<file path="config.mk">
export PLATFORM = sky130hd
export DESIGN_NAME = simple_uart
export DESIGN_NICKNAME = d
export VERILOG_FILES = /design/src/rtl/simple_uart.sv
export SDC_FILE = /design/constraint.sdc
export NUM_CORES = 1
export LEC_CHECK = 0
export ABC_CLOCK_PERIOD_IN_PS = 4900
export CORE_MARGIN = 1.5
export CORE_UTILIZATION = 56
export CTS_BUF_LIST = sky130_fd_sc_hd__clkbuf_8
export DETAILED_ROUTE_END_ITERATION = 16
export PLACE_DENSITY_LB_ADDON = 0.2
export SETUP_SLACK_MARGIN = 0.3
export SYNTH_ARGS = -nofsm -noshare
export SYNTH_HDL_FRONTEND = slang
export SYNTH_SLANG_ARGS = --single-unit
</file>
<file path="constraint.sdc">
create_clock -name clk -period 4.9 [get_ports clk]
set_input_delay 0.98 -clock clk [delete_from_list [all_inputs] [get_ports clk]]
set_output_delay 0.98 -clock clk [all_outputs]
set_load 0.02 [all_outputs]
</file>
<file path="src/rtl/simple_uart.sv">
// simple_uart: 8N1 UART with a programmable 32-bit baud divider.
// Each bit lasts DIV+1 clock cycles. TX writes stall the bus while the transmitter is
// busy. RX has a single-byte holding buffer with no overrun flag.
//
// Ports:
//   clk, reset    system clock (rising edge), asynchronous active-high reset
//   ser_tx        serial TX line, idle high
//   ser_rx        serial RX line, idle high, already synchronous to clk
//   reg_div_we    per-byte write enables for DIV
//   reg_div_di    DIV write data
//   reg_div_do    current DIV value
//   reg_dat_we    write TX byte from reg_dat_di[7:0]
//   reg_dat_re    read strobe, consumes the RX buffer
//   reg_dat_di    TX write data, only [7:0] used
//   reg_dat_do    {24'h0, rx_byte} when the RX buffer is valid, else all ones
//   reg_dat_wait  high while a TX write is held off by a busy transmitter
module simple_uart #(
  parameter int unsigned DEFAULT_DIV = 1
) (
  input  logic        clk,
  input  logic        reset,
  output logic        ser_tx,
  input  logic        ser_rx,
  input  logic [3:0]  reg_div_we,
  input  logic [31:0] reg_div_di,
  output logic [31:0] reg_div_do,
  input  logic        reg_dat_we,
  input  logic        reg_dat_re,
  input  logic [31:0] reg_dat_di,
  output logic [31:0] reg_dat_do,
  output logic        reg_dat_wait
);

  typedef enum logic [3:0] {
    StIdle = 4'd0,
    StHalf = 4'd1,
    StBit0 = 4'd2,
    StBit1 = 4'd3,
    StBit2 = 4'd4,
    StBit3 = 4'd5,
    StBit4 = 4'd6,
    StBit5 = 4'd7,
    StBit6 = 4'd8,
    StBit7 = 4'd9,
    StStop = 4'd10
  } rx_state_e;

  logic [31:0] div_q;

  logic [9:0]  tx_pat_q;
  logic [3:0]  tx_bitcnt_q;
  logic [31:0] tx_divcnt_q;
  logic        tx_dummy_q;
  logic        tx_busy;
  logic        tx_bit_done;

  rx_state_e   rx_state_q;
  logic [31:0] rx_divcnt_q;
  logic [7:0]  rx_pat_q;
  logic [7:0]  rx_data_q;
  logic        rx_valid_q;
  logic        rx_bit_done;
  logic        rx_half_done;

  logic        unused_dat_di;
  assign unused_dat_di = ^reg_dat_di[31:8];

  // Divider register, byte-writable.
  always_ff @(posedge clk or posedge reset) begin
    if (reset) begin
      div_q <= 32'(DEFAULT_DIV);
    end else begin
      for (int i = 0; i < 4; i++) begin
        if (reg_div_we[i]) div_q[8*i +: 8] <= reg_div_di[8*i +: 8];
      end
    end
  end

  assign reg_div_do = div_q;

  // A bit ends on the cycle its counter has reached DIV, so each bit is DIV+1 clocks.
  assign tx_bit_done  = tx_divcnt_q >= div_q;
  assign rx_bit_done  = rx_divcnt_q >= div_q;
  // Half-bit point: 2*count > DIV, widened so the doubling cannot overflow.
  assign rx_half_done = {rx_divcnt_q, 1'b0} > {1'b0, div_q};

  assign tx_busy      = (tx_bitcnt_q != 4'd0) || tx_dummy_q;
  assign reg_dat_wait = reg_dat_we && tx_busy;
  assign ser_tx       = tx_pat_q[0];

  // Transmitter. A pending dummy frame (after reset or a DIV change) sends 15 idle-high
  // bit times so the far end sees a settled line at the new baud rate.
  always_ff @(posedge clk or posedge reset) begin
    if (reset) begin
      tx_pat_q    <= '1;
      tx_bitcnt_q <= 4'd0;
      tx_divcnt_q <= 32'd0;
      tx_dummy_q  <= 1'b1;
    end else begin
      tx_divcnt_q <= tx_divcnt_q + 32'd1;
      if (tx_dummy_q && (tx_bitcnt_q == 4'd0)) begin
        tx_pat_q    <= '1;
        tx_bitcnt_q <= 4'd15;
        tx_divcnt_q <= 32'd0;
        tx_dummy_q  <= 1'b0;
      end else if (reg_dat_we && (tx_bitcnt_q == 4'd0)) begin
        tx_pat_q    <= {1'b1, reg_dat_di[7:0], 1'b0};
        tx_bitcnt_q <= 4'd10;
        tx_divcnt_q <= 32'd0;
      end else if ((tx_bitcnt_q != 4'd0) && tx_bit_done) begin
        tx_pat_q    <= {1'b1, tx_pat_q[9:1]};
        tx_bitcnt_q <= tx_bitcnt_q - 4'd1;
        tx_divcnt_q <= 32'd0;
      end
      // A DIV write always re-arms the dummy frame, even when one is being launched.
      if (|reg_div_we) tx_dummy_q <= 1'b1;
    end
  end

  // Receiver FSM. The start bit is not re-checked at mid-bit and the stop bit value is
  // ignored. A completing byte beats a same-cycle read strobe.
  always_ff @(posedge clk or posedge reset) begin
    if (reset) begin
      rx_state_q  <= StIdle;
      rx_divcnt_q <= 32'd0;
      rx_pat_q    <= 8'd0;
      rx_data_q   <= 8'd0;
      rx_valid_q  <= 1'b0;
    end else begin
      rx_divcnt_q <= rx_divcnt_q + 32'd1;
      if (reg_dat_re) rx_valid_q <= 1'b0;
      case (rx_state_q)
        StIdle: begin
          if (!ser_rx) begin
            rx_state_q  <= StHalf;
            rx_divcnt_q <= 32'd0;
          end
        end
        StHalf: begin
          if (rx_half_done) begin
            rx_state_q  <= StBit0;
            rx_divcnt_q <= 32'd0;
          end
        end
        StBit0, StBit1, StBit2, StBit3, StBit4, StBit5, StBit6, StBit7: begin
          if (rx_bit_done) begin
            rx_pat_q    <= {ser_rx, rx_pat_q[7:1]};
            rx_state_q  <= rx_state_e'(rx_state_q + 4'd1);
            rx_divcnt_q <= 32'd0;
          end
        end
        StStop: begin
          if (rx_bit_done) begin
            rx_data_q  <= rx_pat_q;
            rx_valid_q <= 1'b1;
            rx_state_q <= StIdle;
          end
        end
        default: rx_state_q <= StIdle;
      endcase
    end
  end

  assign reg_dat_do = rx_valid_q ? {24'h0, rx_data_q} : 32'hFFFF_FFFF;

endmodule

</file>
==> flow_metrics.tcl, run 1 <==
set metrics [dict create \
    status "finished, final reports clean" \
    busiest_layer "met2" \
    use_met3_pct 4.72 \
    path_clk_slew_ps 70 \
    layout_common_cells "dfrtp_1 (120), nor2_1 (118), clkdlybuf4s50_1 (114)" \
    cts_sinks 131 \
    synth_edf_count 0 \
    cts_buffers 17 \
    crit_type "flop to output pin" \
    grtUsageTotal_pct 25.7 \
    arrival_ps 2380 \
    area_delta_synth_final_pct 19.1 \
    port_buffers 114 \
    tightest_slew_ps 1010 \
    max_stage_delay_ps 540 \
    htreeDepth 4 \
    layout_commonest_cell "dfrtp_1" \
    synth_cells 863 \
    power_switching_uw 908 \
    slew_headroom_pct 32.9 \
    crit_chain "inv_1 -> ha_1 -> nand2b_1 -> or2_2 -> nor2_1 -> nor2b_1 -> clkdlybuf4s50_1" \
    final_cell_area_um2 9770 \
    finalSetupViolCount 0 \
    async_reset_ff_share_pct 100 \
    fin_nets 1135 \
    via_per_inst 5.55 \
    fin_tns_setup_ps 0 \
    cts_setup_buffers 0 \
    dp_slack_ps 1590 \
    grt_pass1_vias 6246 \
    grt_max_degree 83 \
    grt_pass1_wl_um 30200 \
    swShare_pct 31.6 \
    wl_per_cell_um 15.7 \
    synthFlopType "dfrtp_1" \
    start_util_pct 56.9 \
    critPathRequiredTime_ps 3920 \
    antenna_cells 0 \
    ff2ff_setup_slack_ps 1730 \
    cpMaxStageDelayCell "clkdlybuf4s50_1" \
    syn-num-nets 1038 \
    drt-initial-drc-count 361 \
    vdd_drop_max_v 0.000143 \
    gp_congestion 0.832 \
    seqPwrFrac_pct 42.3 \
    ys_warn_count 0 \
    power_frac_clock_pct 32.9 \
    dpl.cell_count 1125 \
    die-area_um2 15400 \
    cts_resized 0 \
    skew_ps 13.4 \
    ys_ff_latch 131 \
    hold_violations 0 \
    endpoint_kind "output pin" \
    num_vias 6422 \
    slew_violations 0 \
    core_area_um2 14400 \
    placed_area_um2 9370 \
    cts-hold-fix-buffers 0 \
    p_comb_share_pct 24.8 \
    die_x_um 124 \
    postLayoutCoreUtil_pct 67.7 \
    post-route-min-period_ps 3360 \
    final_cells 1157 \
    synth-seq-area-share_pct 40.1 \
    start_kind "flop" \
    rsz0062_at_grt "false" \
    clockBufferDepth 2 \
    drive_above_1_share_pct 7.61 \
    crit_path_max_fanout 7 \
    postLayoutSetupSlackWorst_ps 1540 \
    die_h_um 124 \
    drc_errors 0 \
    p_leak_nw 4.69 \
    dp_hpwl_um 13600 \
    grt.met1_usage_pct 33.7 \
    cap_violations 0 \
    cellPowerDensity_nw_per_um2 294 \
    cts_tree "yes" \
    io_pins 139 \
    syn_area_um2 8200 \
    synth_area_per_cell_um2 9.50 \
    first_pass_iters 4 \
    final.fill_count 1193 \
    grt-ovfl-total 0 \
    fmax_ghz 0.297 \
    routed_wl_um 18100 \
    cts-root-buf "clkbuf_8" \
    hp-class "flop to flop" \
    fin_crit_sh_pct 68.7 \
    rows 44 \
    synth.distinct_cells 59 \
    ant_nets 0 \
    grtUsageMet2_pct 42.2 \
    clk_latency_ps 460 \
    p_int_mw 1.97 \
    antenna_found_initial 0 \
]
per-layer routing:
layer	wire (um)	part of all wire, %	vias up
met4	433	2.4	0
met1	8320	46	3051
li1	-	-	3208
met2	8750	48	130
met3	609	3.4	33
met5	0	0	-
worst paths after layout:
kind,startpoint,end,depth (start not counted)
hold / removal,rx_data_q[1],rx_data_q[1],1
hold reg to reg,rx_data_q[1],rx_data_q[1],1
min in group asynchronous,reset,rx_divcnt_q[4],2
max in group asynchronous,reset,tx_pat_q[5],3
setup / recovery,tx_bitcnt_q[0],reg_dat_wait,7
setup reg to reg,reg_div_do[25],rx_pat_q[2],9
power by group through the flow:
| stage | combinational, mW | sequential, mW | clock [mW] |
|---|---|---|---|
| finish | 0.714 | 1.22 | 0.945 |
| global route | 0.808 | 1.23 | 1.01 |
| CTS | 0.718 | 1.22 | 0.960 |
| detailed placement | 0.712 | 1.24 | 0 |
| global placement | 0.694 | 1.23 | 0 |
| floorplan | 0.483 | 1.25 | 0 |
sequential cells by signal, summed over array words and instances, names as in the netlist, 4 cells and up:
name	flops
tx_bitcnt_q	4
rx_divcnt_q	32
tx_divcnt_q	32
tx_pat_q	9
reg_div_do	32
rx_state_q	4
rx_pat_q	8
rx_data_q	8
stage by stage:
step | total power [mW] | hold WS (ps)
finish | 2.87 | 499
floorplan | 1.73 | 466
global route | 3.05 | 517
CTS | 2.89 | 504
detailed placement | 1.95 | 488
global placement | 1.93 | 482
cells by family (layout without fill, tap and decap cells):
logic type / count (synthesis) / after routing / share of synthesized area [%]
multiplexers: 22 / 22 / 2.94
AND/OR/NAND/NOR: 316 / 316 / 18.5
flip-flops: 131 / 131 / 40.1
buffers and inverters: 91 / 201 / 5.57
AO/OA/AOI/OAI: 141 / 141 / 10.8
adder cells (fa/ha/maj): 102 / 102 / 15.6
XOR/XNOR: 60 / 60 / 6.41
layout make-up:
cell class | count | area [um2] | share of cell area (%)
repair buffers | 119 | 1190 | 12.2
well taps | 184 | 230 | 2.36
inverters | 50 | 190 | 1.95
flip-flops and latches | 131 | 3290 | 33.7
multi-input cells | 641 | 4460 | 45.7
clock inverters | 13 | 144 | 1.47
clock buffers | 19 | 262 | 2.68
critical path: cells and delay by family (launching register included):
kind	cells	cell delay [ps]
and+or+nand+nor	4	720
buffers and inverters	2	610
DFF	1	400
adders and majority gates	1	200
synthesized netlist by cell type (11+ instances only):
master    count  area, um2
dfrtp_1     120       3000
nor2_1      118        443
ha_1        102       1280
nand2_1      71        267
inv_1        50        188
o21ai_0      48        240
nand3_1      36        180
xor2_1       36        315
a21oi_1      34        170
buf_4        24        180
nand4_1      24        150
xnor2_1      24        210
mux2_2       17        191
and3_1       15       93.8
a211oi_1     13       97.6
nand2b_1     13       81.3
clkbuf_1     12       45.0
dfstp_2      11        289
(Power assumes the default switching activity.)
==> inputs of run 2 (changes only) <==
ABC_CLOCK_PERIOD_IN_PS = 2690   (was 4900)
CORE_UTILIZATION = 50   (was 56)
clock period = 2.69 ns   (was 4.9 ns; I/O delays follow)
==> run 2 against run 1 <==
Cell count is 12% higher. Highest routed layer unchanged. Non-clock buffer count up 101. Clock-buffer cell count fell by 2. Global-route usage decreased by 0.92 points. Critical endpoint is now rx_divcnt_q[1]. Die area up 12%. First-iteration DRC count shrank 14%. Combinational power rose to 3.0 times the previous value. Flip-flop and latch count stayed put. Sequential share of layout area is 4.6 points lower.
==> flow_metrics.tcl, run 2 (synthesized netlist as in run 1, its figures left out) <==
set metrics [dict create \
    status "finished, final reports clean" \
    dp_hpwl_um 14600 \
    critPathRequiredTime_ps 3080 \
    io_pins 139 \
    slew_violations 0 \
    seqPwrFrac_pct 34.7 \
    layout_common_cells "clkdlybuf4s50_1 (108), dfrtp_1 (97), nor2_1 (90)" \
    die-area_um2 17200 \
    fin_tns_setup_ps 0 \
    crit_type "flop to flop" \
    start_kind "flop" \
    drt-initial-drc-count 309 \
    cts_tree "yes" \
    power_switching_mw 2.08 \
    rsz0062_at_grt "true" \
    via_per_inst 5.41 \
    postLayoutSetupSlackWorst_ps 131 \
    area_delta_synth_final_pct 39.0 \
    top_layer_used "met4" \
    whs_ps 503 \
    post-route-min-period_ps 2560 \
    swShare_pct 32.6 \
    crit_path_max_fanout 5 \
    cap_violations 0 \
    p_leak_nw 5.21 \
    ant_nets 0 \
    first_pass_iters 5 \
    fin_crit_sh_pct 95.1 \
    wl_per_cell_um 16.4 \
    finalSetupViolCount 0 \
    gp_congestion 0.870 \
    path_clk_slew_ps 70 \
    reg2regPathDepth 10 \
    cellPowerDensity_nw_per_um2 560 \
    hold_violations 0 \
    vdd_drop_max_v 0.000434 \
    grt_pass1_vias 6667 \
    grtUsageTotal_pct 24.8 \
    worstReg2RegEnd "rx_divcnt_q[1]" \
    rr_startpoint "rx_state_q[0]" \
    p_comb_share_pct 34.0 \
    grt-ovfl-total 0 \
    worstHoldStart "rx_data_q[6]" \
    postLayoutCoreUtil_pct 71.5 \
    die_h_um 131 \
    dp_slack_ps 10.2 \
    wl_met1_um 9330 \
    routed_wl_um 21300 \
    drc_errors 0 \
    cts_sinks 131 \
    grt_pass1_wl_um 32700 \
    ff2ff_setup_slack_ps 130 \
    slew_headroom_pct 60.8 \
    power_frac_clock_pct 31.3 \
    hp-class "flop to flop" \
    core_area_um2 15900 \
    final_cell_area_um2 11400 \
    min_to "rx_data_q[6]" \
    hold_path_depth 1 \
    clk_latency_ps 450 \
    fin_nets 1240 \
    num_vias 7007 \
    layout_commonest_cell "clkdlybuf4s50_1" \
    wl_met3_um 680 \
    antenna_found_initial 0 \
    htreeDepth 4 \
    placed_area_um2 9860 \
    arrival_ps 2950 \
    p_int_mw 4.30 \
    endpoint_kind "flop" \
    clockBufferDepth 2 \
    fmax_ghz 0.391 \
    start_util_pct 51.4 \
    antenna_cells 0 \
    cts-root-buf "clkbuf_8" \
    die_x_um 131 \
    drive_above_1_share_pct 28.0 \
    rows 46 \
    final.fill_count 1169 \
    tightest_slew_ps 586 \
    met2WireLength_um 10800 \
    port_buffers 114 \
    grt_max_degree 93 \
    cts_buffers 17 \
    skew_ps 9.31 \
]
==> run 2: changes by cell type in the layout (fill, tap and decap cells not counted), moves of 7 or more <==
cell,change
buf_4,+85
buf_6,+11
dfrtp_1,-23
dfrtp_2,+23
ha_1,-19
ha_4,+19
inv_1,-31
inv_2,+18
inv_4,+7
mux2_2,-9
mux2_4,+9
nor2_1,-28
nor2_4,+22
==> run 2: worst max-delay path, stage by stage (launching register included) <==
cell,delay (ps)
dfrtp_1,460
ha_4,170
or3b_4,380
a2111o_1,420
a2111oi_4,210
a31oi_1,160
o21ai_2,200
nor3b_4,70
buf_6,130
buf_6,120
and2b_1,170
==> run 2: metrics by stage <==
step,power [mW],instances
3_3_place_gp,3.72,1205
5_1_grt,6.68,1294
2_1_floorplan,3.17,863
3_5_place_dp,3.75,1205
4_1_cts,5.94,1265
6_report,6.38,1294
==> run 2: layout make-up <==
cell class	count	area (um2)	share of cell area, %
multi-input cells	642	5070	44.5
flip-flops and latches	131	3320	29.1
repair buffers	220	2020	17.7
well taps	216	270	2.37
clock inverters	15	239	2.10
clock buffers	17	234	2.05
inverters	50	220	1.93
repair inverters	3	22.5	0.198
==> run 2: routing by layer <==
layer / up-vias / track usage, %
met5: - / 0
met4: 0 / 9.50
met3: 37 / 3.98
met2: 134 / 42.4
met1: 3420 / 31.7
li1: 3416 / -
==> run 2: what timing repair did <==
action | 4_1_cts | 5_1_grt
setup endpoints to repair | 119 | 117
hold endpoints to repair | 0 | 0
pin swaps | 36 | 46
setup buffers | 24 | 25
resized for setup | 73 | 109
cloned | 4 | 4
hold buffers | 0 | 0
==> run 2: how the worst max path moves through the flow <==
stage / from / end / slack [ps] / cells after the start
final: rx_state_q[0] / rx_divcnt_q[1] / 130 / 10
after floorplan: reg_div_do[26] / rx_pat_q[1] / 210 / 10
after global routing: reg_div_do[27] / rx_divcnt_q[1] / 2 / 12
after detailed placement: reg_div_do[25] / rx_pat_q[5] / 10 / 9
after global placement: reg_div_do[25] / rx_pat_q[2] / 50 / 9
after CTS: reg_div_do[24] / rx_divcnt_q[1] / 200 / 11
==> run 2: power by group through the flow <==
stage | Clock, mW | Sequential, mW | Combinational, mW
6_report | 2.00 | 2.21 | 2.17
5_1_grt | 2.12 | 2.23 | 2.34
4_1_cts | 2.03 | 2.20 | 1.70
3_5_place_dp | 0 | 2.23 | 1.52
3_3_place_gp | 0 | 2.23 | 1.49
2_1_floorplan | 0 | 2.28 | 0.893
==> inputs of run 3 (changes only) <==
SLEW_MARGIN = 20   (was unset)
==> results of run 3 <==
No change in the layout: final DEF, timing and power equal those of run 2.
